<file path="src/rtl/iq_upconverter_pkg.sv">
// Shared constants and NCO table contents for the IQ upconverter.
// The table holds one quarter wave of round(511*sin(2*pi*k/256)), k = 0..64;
// nco_sin() unfolds it to the full 256-entry cycle and rescales it when a
// different peak amplitude is requested.
package iq_upconverter_pkg;

  localparam int DATA_W_DEF     = 10;
  localparam int PHASE_W_DEF    = 24;
  localparam int LUT_ADDR_W_DEF = 8;
  localparam int OUT_W_DEF      = 12;
  localparam int NCO_AMP_DEF    = 511;

  localparam int ROUND_CONST = 256;
  localparam int SHIFT       = 9;
  localparam int OUT_MAX     = 2047;
  localparam int OUT_MIN     = -2048;

  localparam int SIN_Q511 [0:64] = '{
      0,  13,  25,  38,  50,  63,  75,  87, 100, 112, 124, 136, 148, 160, 172, 184,
    196, 207, 218, 230, 241, 252, 263, 273, 284, 294, 304, 314, 324, 334, 343, 352,
    361, 370, 379, 387, 395, 403, 410, 418, 425, 432, 438, 445, 451, 456, 462, 467,
    472, 477, 481, 485, 489, 492, 496, 499, 501, 503, 505, 507, 509, 510, 510, 511,
    511
  };

  // Signed width needed to hold +/-amp.
  function automatic int coef_width(input int amp);
    return $clog2(amp + 1) + 1;
  endfunction

  // Full-cycle sine sample k of 256, peak amplitude amp.
  function automatic int nco_sin(input logic [7:0] k, input int amp);
    logic [6:0] h;
    logic [6:0] idx;
    int         mag;
    h   = k[6:0];
    idx = (h > 7'd64) ? 7'(8'd128 - {1'b0, h}) : h;
    mag = (SIN_Q511[idx] * amp * 2 + NCO_AMP_DEF) / (2 * NCO_AMP_DEF);
    return k[7] ? -mag : mag;
  endfunction

endpackage

</file>
<file path="src/rtl/iq_upconverter_nco_sin_lut.sv">
// nco_sin_lut: synchronous single-read ROM returning sin and cos of one
// phase address (cos read a quarter cycle ahead). Owns pipeline stage S1.
//   clk      : rising-edge clock
//   addr     : phase table address (top bits of the phase accumulator)
//   sin_p1   : registered sine coefficient
//   cos_p1   : registered cosine coefficient
module nco_sin_lut
  import iq_upconverter_pkg::*;
#(
  parameter int LUT_ADDR_W = LUT_ADDR_W_DEF,
  parameter int NCO_AMP    = NCO_AMP_DEF,
  parameter int COEF_W     = coef_width(NCO_AMP_DEF)
) (
  input  logic                     clk,
  input  logic [LUT_ADDR_W-1:0]    addr,
  output logic signed [COEF_W-1:0] sin_p1,
  output logic signed [COEF_W-1:0] cos_p1
);

  logic [7:0] k;
  assign k = 8'(addr);

  // ---- S1: table read ----
  always_ff @(posedge clk) begin
    sin_p1 <= COEF_W'(nco_sin(k, NCO_AMP));
    cos_p1 <= COEF_W'(nco_sin(k + 8'd64, NCO_AMP));
  end

endmodule

</file>
<file path="src/rtl/iq_upconverter.sv">
// iq_upconverter: mixes baseband I/Q with an on-chip NCO into one real IF
// stream, IF = I*cos(phi) - Q*sin(phi). Fixed 4-cycle latency; the phase
// advances once per accepted sample.
//   dsp_clk, rst        : clock, synchronous active-high reset
//   in_valid, i_in, q_in: input samples (always accepted)
//   freq_word, freq_load: phase increment and its load strobe
//   phase_clr           : clear phase accumulator
//   out_valid, if_out   : IF output (if_out holds while out_valid is low)
module iq_upconverter
  import iq_upconverter_pkg::*;
#(
  parameter int DATA_W     = DATA_W_DEF,
  parameter int PHASE_W    = PHASE_W_DEF,
  parameter int LUT_ADDR_W = LUT_ADDR_W_DEF,
  parameter int OUT_W      = OUT_W_DEF,
  parameter int NCO_AMP    = NCO_AMP_DEF
) (
  input  logic                     dsp_clk,
  input  logic                     rst,
  input  logic                     in_valid,
  input  logic signed [DATA_W-1:0] i_in,
  input  logic signed [DATA_W-1:0] q_in,
  input  logic [PHASE_W-1:0]       freq_word,
  input  logic                     freq_load,
  input  logic                     phase_clr,
  output logic                     out_valid,
  output logic signed [OUT_W-1:0]  if_out
);

  localparam int COEF_W = coef_width(NCO_AMP);
  localparam int PROD_W = DATA_W + COEF_W;
  localparam int DIFF_W = PROD_W + 1;
  localparam int RND_W  = DIFF_W + 1;
  localparam int SHR_W  = RND_W - SHIFT;

  logic [PHASE_W-1:0]        phase_acc;
  logic [PHASE_W-1:0]        freq_active;
  logic                      vld_p0, vld_p1, vld_p2;
  logic signed [DATA_W-1:0]  i_p0, q_p0, i_p1, q_p1;
  logic [LUT_ADDR_W-1:0]     addr_p0;
  logic signed [COEF_W-1:0]  sin_p1, cos_p1;
  logic signed [PROD_W-1:0]  prod_i_p2, prod_q_p2;
  logic signed [DIFF_W-1:0]  diff_p2;

  // Add half an LSB of the output scale, then drop SHIFT bits (round half up).
  function automatic logic signed [SHR_W-1:0] round_shift(input logic signed [DIFF_W-1:0] d);
    logic signed [RND_W-1:0] t;
    t = RND_W'(d) + RND_W'(ROUND_CONST);
    return t[RND_W-1:SHIFT];
  endfunction

  function automatic logic signed [OUT_W-1:0] saturate(input logic signed [SHR_W-1:0] v);
    if (v > SHR_W'(OUT_MAX))
      return OUT_W'(OUT_MAX);
    else if (v < SHR_W'(OUT_MIN))
      return OUT_W'(OUT_MIN);
    else
      return OUT_W'(v);
  endfunction

  // Control path: phase/frequency state, valid chain and output register.
  // The sample accepted in a clear/load cycle still sees the old phase and
  // increment, so the clear wins over the increment only for later samples.
  always_ff @(posedge dsp_clk) begin
    if (rst) begin
      phase_acc   <= '0;
      freq_active <= '0;
      vld_p0      <= 1'b0;
      vld_p1      <= 1'b0;
      vld_p2      <= 1'b0;
      out_valid   <= 1'b0;
      if_out      <= '0;
    end else begin
      if (freq_load)
        freq_active <= freq_word;
      if (phase_clr)
        phase_acc <= '0;
      else if (in_valid)
        phase_acc <= phase_acc + freq_active;
      vld_p0    <= in_valid;
      vld_p1    <= vld_p0;
      vld_p2    <= vld_p1;
      out_valid <= vld_p2;
      // ---- S3: round, saturate, output ----
      if (vld_p2)
        if_out <= saturate(round_shift(diff_p2));
    end
  end

  // ---- S0: accept sample and phase address ----
  always_ff @(posedge dsp_clk) begin
    if (in_valid) begin
      i_p0    <= i_in;
      q_p0    <= q_in;
      addr_p0 <= phase_acc[PHASE_W-1 -: LUT_ADDR_W];
    end
  end

  // ---- S1: table lookup ----
  nco_sin_lut #(
    .LUT_ADDR_W (LUT_ADDR_W),
    .NCO_AMP    (NCO_AMP),
    .COEF_W     (COEF_W)
  ) u_lut (
    .clk    (dsp_clk),
    .addr   (addr_p0),
    .sin_p1 (sin_p1),
    .cos_p1 (cos_p1)
  );

  always_ff @(posedge dsp_clk) begin
    i_p1 <= i_p0;
    q_p1 <= q_p0;
  end

  // ---- S2: products ----
  always_ff @(posedge dsp_clk) begin
    prod_i_p2 <= PROD_W'(i_p1) * PROD_W'(cos_p1);
    prod_q_p2 <= PROD_W'(q_p1) * PROD_W'(sin_p1);
  end

  assign diff_p2 = DIFF_W'(prod_i_p2) - DIFF_W'(prod_q_p2);

endmodule

</file>
<file path="config.mk">
export PLATFORM = sky130hd
export DESIGN_NAME = iq_upconverter
export DESIGN_NICKNAME = d
export VERILOG_FILES = /design/src/rtl/iq_upconverter_pkg.sv /design/src/rtl/iq_upconverter_nco_sin_lut.sv /design/src/rtl/iq_upconverter.sv
export SDC_FILE = /design/constraint.sdc
export NUM_CORES = 1
export LEC_CHECK = 0
export CORE_MARGIN = 2
export CORE_UTILIZATION = 35
export DETAILED_ROUTE_END_ITERATION = 16
export HOLD_SLACK_MARGIN = 0.1
export SYNTH_ARGS = -nofsm -noshare
export SYNTH_HDL_FRONTEND = slang
export SYNTH_SLANG_ARGS = --single-unit
</file>
<file path="constraint.sdc">
create_clock -name dsp_clk -period 20.2 [get_ports dsp_clk]
set_input_delay 4.04 -clock dsp_clk [delete_from_list [all_inputs] [get_ports dsp_clk]]
set_output_delay 4.04 -clock dsp_clk [all_outputs]
set_load 0.05 [all_outputs]
</file>
* Word level (Yosys, flattened, before mapping)
Memories as Yosys holds them, arrays and structs flattened.
Cells that the tools add are included.
** Word-level totals
- Register bits :: 172
- Memory bits (read-only) :: 8192
- Input port bits :: 49
- Output and inout port bits :: 13
- Word-level logic and storage cells :: 53
- Memories :: 2
** Cells by class
- Add/subtract/negate cells :: 10
- Multipliers :: 4
- Div/mod/pow operators :: 2
- Order comparisons :: 6
- Multiplexer cells :: 10
- Bitwise logic cells :: 2
- Reductions and logical operators :: 1
** Memory list
- (no name shown) :: words 128, bits a word 32, read ports 1, clocked after Yosys merged registers in 0, write ports 0, line iq_upconverter_pkg.sv:38 : mag = (SIN_Q511[idx] * amp * 2 + NCO_AMP_DEF) / (2 * NCO_AMP_DEF);
- (no name shown) :: words 128, bits a word 32, read ports 1, clocked after Yosys merged registers in 0, write ports 0, line iq_upconverter_pkg.sv:38
** Operator list (number)
- 32-bit two-way mux :: 4
- 32-bit by 10-bit adder with 32-bit output, second input constant :: 2
- 32-bit by 11-bit divider with 32-bit output, second input constant :: 2
- 32-bit by 10-bit multiplier with 31-bit output, second input constant :: 2
- 10-bit by 10-bit multiplier with 20-bit output :: 2
- 24-bit adder :: 1
- 12-bit two-way mux :: 2
- 21-bit by 10-bit adder with 22-bit output, second input constant :: 1
- 20-bit by 20-bit subtractor with 21-bit output :: 1
- 10-bit two-way mux :: 2
- 10-bit negation :: 2
- 8-bit greater-or-equal comparator, second input constant :: 2
- 7-bit inverter with 8-bit output :: 2
- 7-bit greater-than comparator, second input constant :: 2
- 7-bit two-way mux :: 2
- 1-bit by 7-bit subtractor with 7-bit output, first input constant :: 2
- 13-bit by 12-bit greater-than comparator with 1-bit output, second input constant :: 1
- 13-bit by 12-bit less-than comparator with 1-bit output, second input constant :: 1
- 8-bit by 7-bit adder with 8-bit output, second input constant :: 1
- 2-bit OR reduction :: 1

* Depth between registers and ports, before layout
- Depth after elaboration :: 12
- Depth in mapped cells :: 75

* Hierarchy
A second synthesis with hierarchy kept.
** Second synthesis, totals
- Cells, all modules :: 3767
- Area, all modules :: 31219.9 um2
** Modules (own cells, without submodules)
- nco_sin_lut :: times used 1, cells each 2242, area an instance 16711.0 um2
- iq_upconverter :: times used 1, cells each 1525, area an instance 14508.9 um2

* Worst setup path after synthesis
Ideal clock, no wire load.
- Path type :: register -> register
- Start point :: register addr_p0[0]
- End point :: register u_lut.cos_p1[5]
- Arrival :: 16.943 ns
- Slack :: 3.139 ns
- Stages on the path, launching flop included :: 62
- Path buffers :: 4
- Clock period less this slack :: 17.061 ns
- Cells stage by stage :: edfxtp_1 buf_2 inv_1 ha_1 nand2_1 o21ai_0 ha_1 nor2_1 a2111oi_0 nor3_1 o21ai_1 clkinv_1 fa_1 inv_1 fa_1 ha_1 fa_1 fa_1 [... 26 more ...] a21oi_1 xnor2_1 or4b_2 o21bai_1 nand4_1 o31a_1 buf_2 xnor2_1 inv_1 ha_1 xnor2_1 mux2i_1 a2111oi_0 o2111ai_1 a21oi_2 nor4_2 a31o_1 xnor2_1
** On the way
- Word-level cells in the longest chain between the ends :: 12
** Ends and longest elaborated chain
- from (decl) :: line iq_upconverter.sv:40 : logic [LUT_ADDR_W-1:0] addr_p0;
- from (signal assigned) :: line iq_upconverter.sv:95 : addr_p0 <= phase_acc[PHASE_W-1 -: LUT_ADDR_W];
- 8-bit by 7-bit adder with 8-bit output * :: line iq_upconverter_nco_sin_lut.sv:26 : cos_p1 <= COEF_W'(nco_sin(k + 8'd64, NCO_AMP));
- 1-bit by 7-bit subtractor with 7-bit output / 7-bit greater-than comparator (equally long branches) :: line iq_upconverter_pkg.sv:37 : idx = (h > 7'd64) ? 7'(8'd128 - {1'b0, h}) : h;
- 7-bit two-way mux :: line iq_upconverter_pkg.sv:37
- 7-bit inverter with 8-bit output (implied by the code) :: line iq_upconverter_pkg.sv:38
- memory read 128 x 32 bit
- 32-bit two-way mux (implied by the code) (2 in a row) :: line iq_upconverter_pkg.sv:38
- 32-bit by 10-bit multiplier with 31-bit output :: line iq_upconverter_pkg.sv:38
- 32-bit by 10-bit adder with 32-bit output :: line iq_upconverter_pkg.sv:38
- 32-bit by 11-bit divider with 32-bit output :: line iq_upconverter_pkg.sv:38
- 10-bit negation :: line iq_upconverter_pkg.sv:39 : return k[7] ? -mag : mag;
- 10-bit two-way mux * :: line iq_upconverter_pkg.sv:39
- to (signal assigned) :: line iq_upconverter_nco_sin_lut.sv:26
- to (decl) :: line iq_upconverter_nco_sin_lut.sv:17 : output logic signed [COEF_W-1:0] cos_p1
Every way passes the cells marked *; elsewhere a longest branch is shown, timed or not. The select of a mux whose other input is x is not followed.
A chain may end at the register's enable or synchronous reset.

* Final worst setup path
- Start point :: register addr_p0[0]
- End point :: register u_lut.sin_p1[9]
** On the way
- Word-level cells in the longest chain between the ends :: 11
** Ends and longest elaborated chain
- 1-bit by 7-bit subtractor with 7-bit output / 7-bit greater-than comparator (equally long branches) :: line iq_upconverter_pkg.sv:37
- 7-bit two-way mux * :: line iq_upconverter_pkg.sv:37
- 7-bit inverter with 8-bit output (implied by the code) * :: line iq_upconverter_pkg.sv:38
- memory read 128 x 32 bit *
- 32-bit two-way mux (implied by the code) * (2 in a row) :: line iq_upconverter_pkg.sv:38
- 32-bit by 10-bit multiplier with 31-bit output * :: line iq_upconverter_pkg.sv:38
- 32-bit by 10-bit adder with 32-bit output * :: line iq_upconverter_pkg.sv:38
- 32-bit by 11-bit divider with 32-bit output * :: line iq_upconverter_pkg.sv:38
- 10-bit negation :: line iq_upconverter_pkg.sv:39
- 10-bit two-way mux * :: line iq_upconverter_pkg.sv:39
- to (signal assigned) :: line iq_upconverter_nco_sin_lut.sv:25 : sin_p1 <= COEF_W'(nco_sin(k, NCO_AMP));
- to (decl) :: line iq_upconverter_nco_sin_lut.sv:16 : output logic signed [COEF_W-1:0] sin_p1,
Marks and branches as above.

==> results_dict.tcl <==
set metrics [dict create \
    status "finished, final reports clean" \
    fp.dieArea_um2 86550 \
    synth_edf_count 28 \
    fin_skew_ps 19.23 \
    min_from "q_p0[6]" \
    r2r_slack_ps 1490 \
    antenna_found_initial 3 \
    crit_slowest_cell "a2111oi_1" \
    synth-seq-area-share 0.1263 \
    wire_per_inst_um 16.03 \
    drt_wl_total_um 73300 \
    ys_types 134 \
    max_freq_ghz 0.05345 \
    max-slew-margin-rel 0.3608 \
    period_share 0.9262 \
    fin_crit_ps 18710 \
    clockBufferDepth 2 \
    fp.dieH_um 294.2 \
    r2r-end "u_lut.sin_p1[9]" \
    grt_overflow 0 \
    num_rows 106 \
    synth.most_common_cell "inv_1" \
    drt_iter0_drc 1472 \
    final-setup-viol-count 0 \
    crit_family "compound AO/OA/AOI/OAI gates" \
    cts_root_buf "clkbuf_16" \
    place_congestion 0.8974 \
    layout-drive-gt1-share 0.06898 \
    vias 25010 \
    worst_slack_ps 1491 \
    hold_violations 0 \
    rsz0062_at_grt "no" \
    synth_nets 4082 \
    synthTopCellsByArea "fa_1, ha_1, dfxtp_1, inv_1, xnor2_1" \
    fin_nets 4089 \
    num_antenna_cells 0 \
    grt_max_degree 47 \
    synth_area_um2 29470 \
    portBuffers 61 \
    worst_pin_slew_ps 958.8 \
    final_area_um2 31900 \
    cts_made_buffers 17 \
    grt_usage 0.1702 \
    yosys.area.top_type_share 0.1773 \
    startpoint "addr_p0[0]" \
    grt_pass1_vias 24370 \
    whs_ps 349.5 \
    pre_cts_slack_ps 1034 \
    clk_latency_ps 460 \
    yosysWarnings 0 \
    syn_to_final_growth_pct 8.244 \
    r2r.worst_path.cells 64 \
    min_path_type "reg -> reg" \
    syn-mean-instance-area_um2 8.484 \
    drc 0 \
    dp_hpwl_um 58810 \
    crit_type "reg -> reg" \
    placedInstanceArea_um2 31230 \
    worstReg2RegStart "addr_p0[0]" \
    path_buf_inv 9 \
    clk_pin_slew_worst_paths_ps 80 \
    cts_hold_buf 0 \
    crit_fanout 19 \
    cp-end-kind "register" \
    ys_seq_elements 172 \
    viasPerCell 5.468 \
    ctsHtreeMaxLevel 4 \
    whs_endpoint "q_p1[6]" \
    coreArea_um2 83560 \
    crit_arrival_ps 19100 \
    min_path_cells 0 \
    cp_common_cell "inv_1" \
    cpPeakStageDelay_ps 650 \
    cap_violations 0 \
    synthFlopType "dfxtp_1" \
    finalMaxSlewViolations 0 \
    synth_commonest_cells "inv_1, ha_1, nand2_1" \
    timing.setup.tns_ps 0 \
    crit_required_ps 20590 \
    start_util 0.3527 \
    synthCells 3474 \
    io_pins 62 \
    postRouteAntennaNets 0 \
    yosys.area.top_type "fa_1" \
    start_kind "register" \
    cts.sinks 172 \
    grt_pass1_wl_um 123100 \
    async_reset_ff_frac 0 \
    firstDrtPassIters 8 \
    cts_tree "done" \
    die_w_um 294.2 \
]
routing by layer:
metal / global-route usage / wire (um) / vias up
li1: - / - / 12330
met2: 0.2839 / 33880 / 526
met1: 0.2383 / 35760 / 12070
met5: 0 / 8 / -
met4: 0.03074 / 876 / 2
met3: 0.01896 / 2772 / 78
through the flow:
stage	util	cells
after global routing	0.3818	4574
after detailed placement	0.3737	4539
after CTS	0.3808	4571
after global placement	0.3737	4539
final	0.3818	4574
after floorplan	-	3474
registers in the layout (all words and copies together), names as in the netlist, 12 cells and up:
| name | count |
|---|---|
| if_out | 12 |
| freq_active | 24 |
| prod_q_p2 | 20 |
| phase_acc | 24 |
| prod_i_p2 | 20 |
what timing repair did:
action | in CTS | in global routing
hold endpoints to repair | 0 | 0
resized for setup | 0 | 11
buffers inserted | 0 | 3
endpoints found under the setup margin | 0 | 18
cells by family after synthesis:
family          after synthesis  share of synthesized area
mux                          79                    0.02768
fa+ha+maj                   560                     0.3042
flops                       172                     0.1263
buf+inv                     494                    0.06512
xor+xnor                    214                    0.06487
compound gates              867                     0.2171
simple gates               1088                     0.1947
worst max-delay path by stage:
stage	to	slack (ps)	cells past startpoint
6_report	u_lut.sin_p1[9]	1490	64
5_1_grt	u_lut.sin_p1[9]	190	64
4_1_cts	u_lut.sin_p1[9]	930	62
3_5_place_dp	u_lut.sin_p1[9]	1030	62
3_3_place_gp	u_lut.sin_p1[9]	1400	64
2_1_floorplan	u_lut.cos_p1[5]	3140	61
layout by cell type, fill, tap and decap left out, types with 38 or more instances in the layout:
cell type        synthesis  final
dfxtp_1                144    144
a211oi_1                66     65
nor3_1                  71     70
or3_1                   38     38
fa_1                   261    261
xor2_1                  53     53
a21o_1                  51     51
clkdlybuf4s50_1          0     59
nand3_1                 76     76
nand2b_1                50     50
and2_1                 123    123
a21oi_1                172    172
o21bai_1                49     49
inv_1                  375    375
o21ai_0                111    111
ha_1                   298    297
and3_1                  38     38
nor2_1                 231    231
mux2i_1                 68     67
nand2_1                265    265
buf_4                    9     44
xnor2_1                156    156
cell type report:
class | instances | area, um^2
Clock buffer | 17 | 425.4
Clock inverter | 15 | 167.7
Fill cell | 8506 | 51650
Inverter | 378 | 1419
Multi-Input combinational cell | 2808 | 23890
Sequential cell | 172 | 3724
Tap cell | 1080 | 1351
Timing Repair Buffer | 104 | 925.9
Power is left out: the tool's default activity adds up to more than one toggle a clock period on the data nets, which glitch-free logic cannot reach.
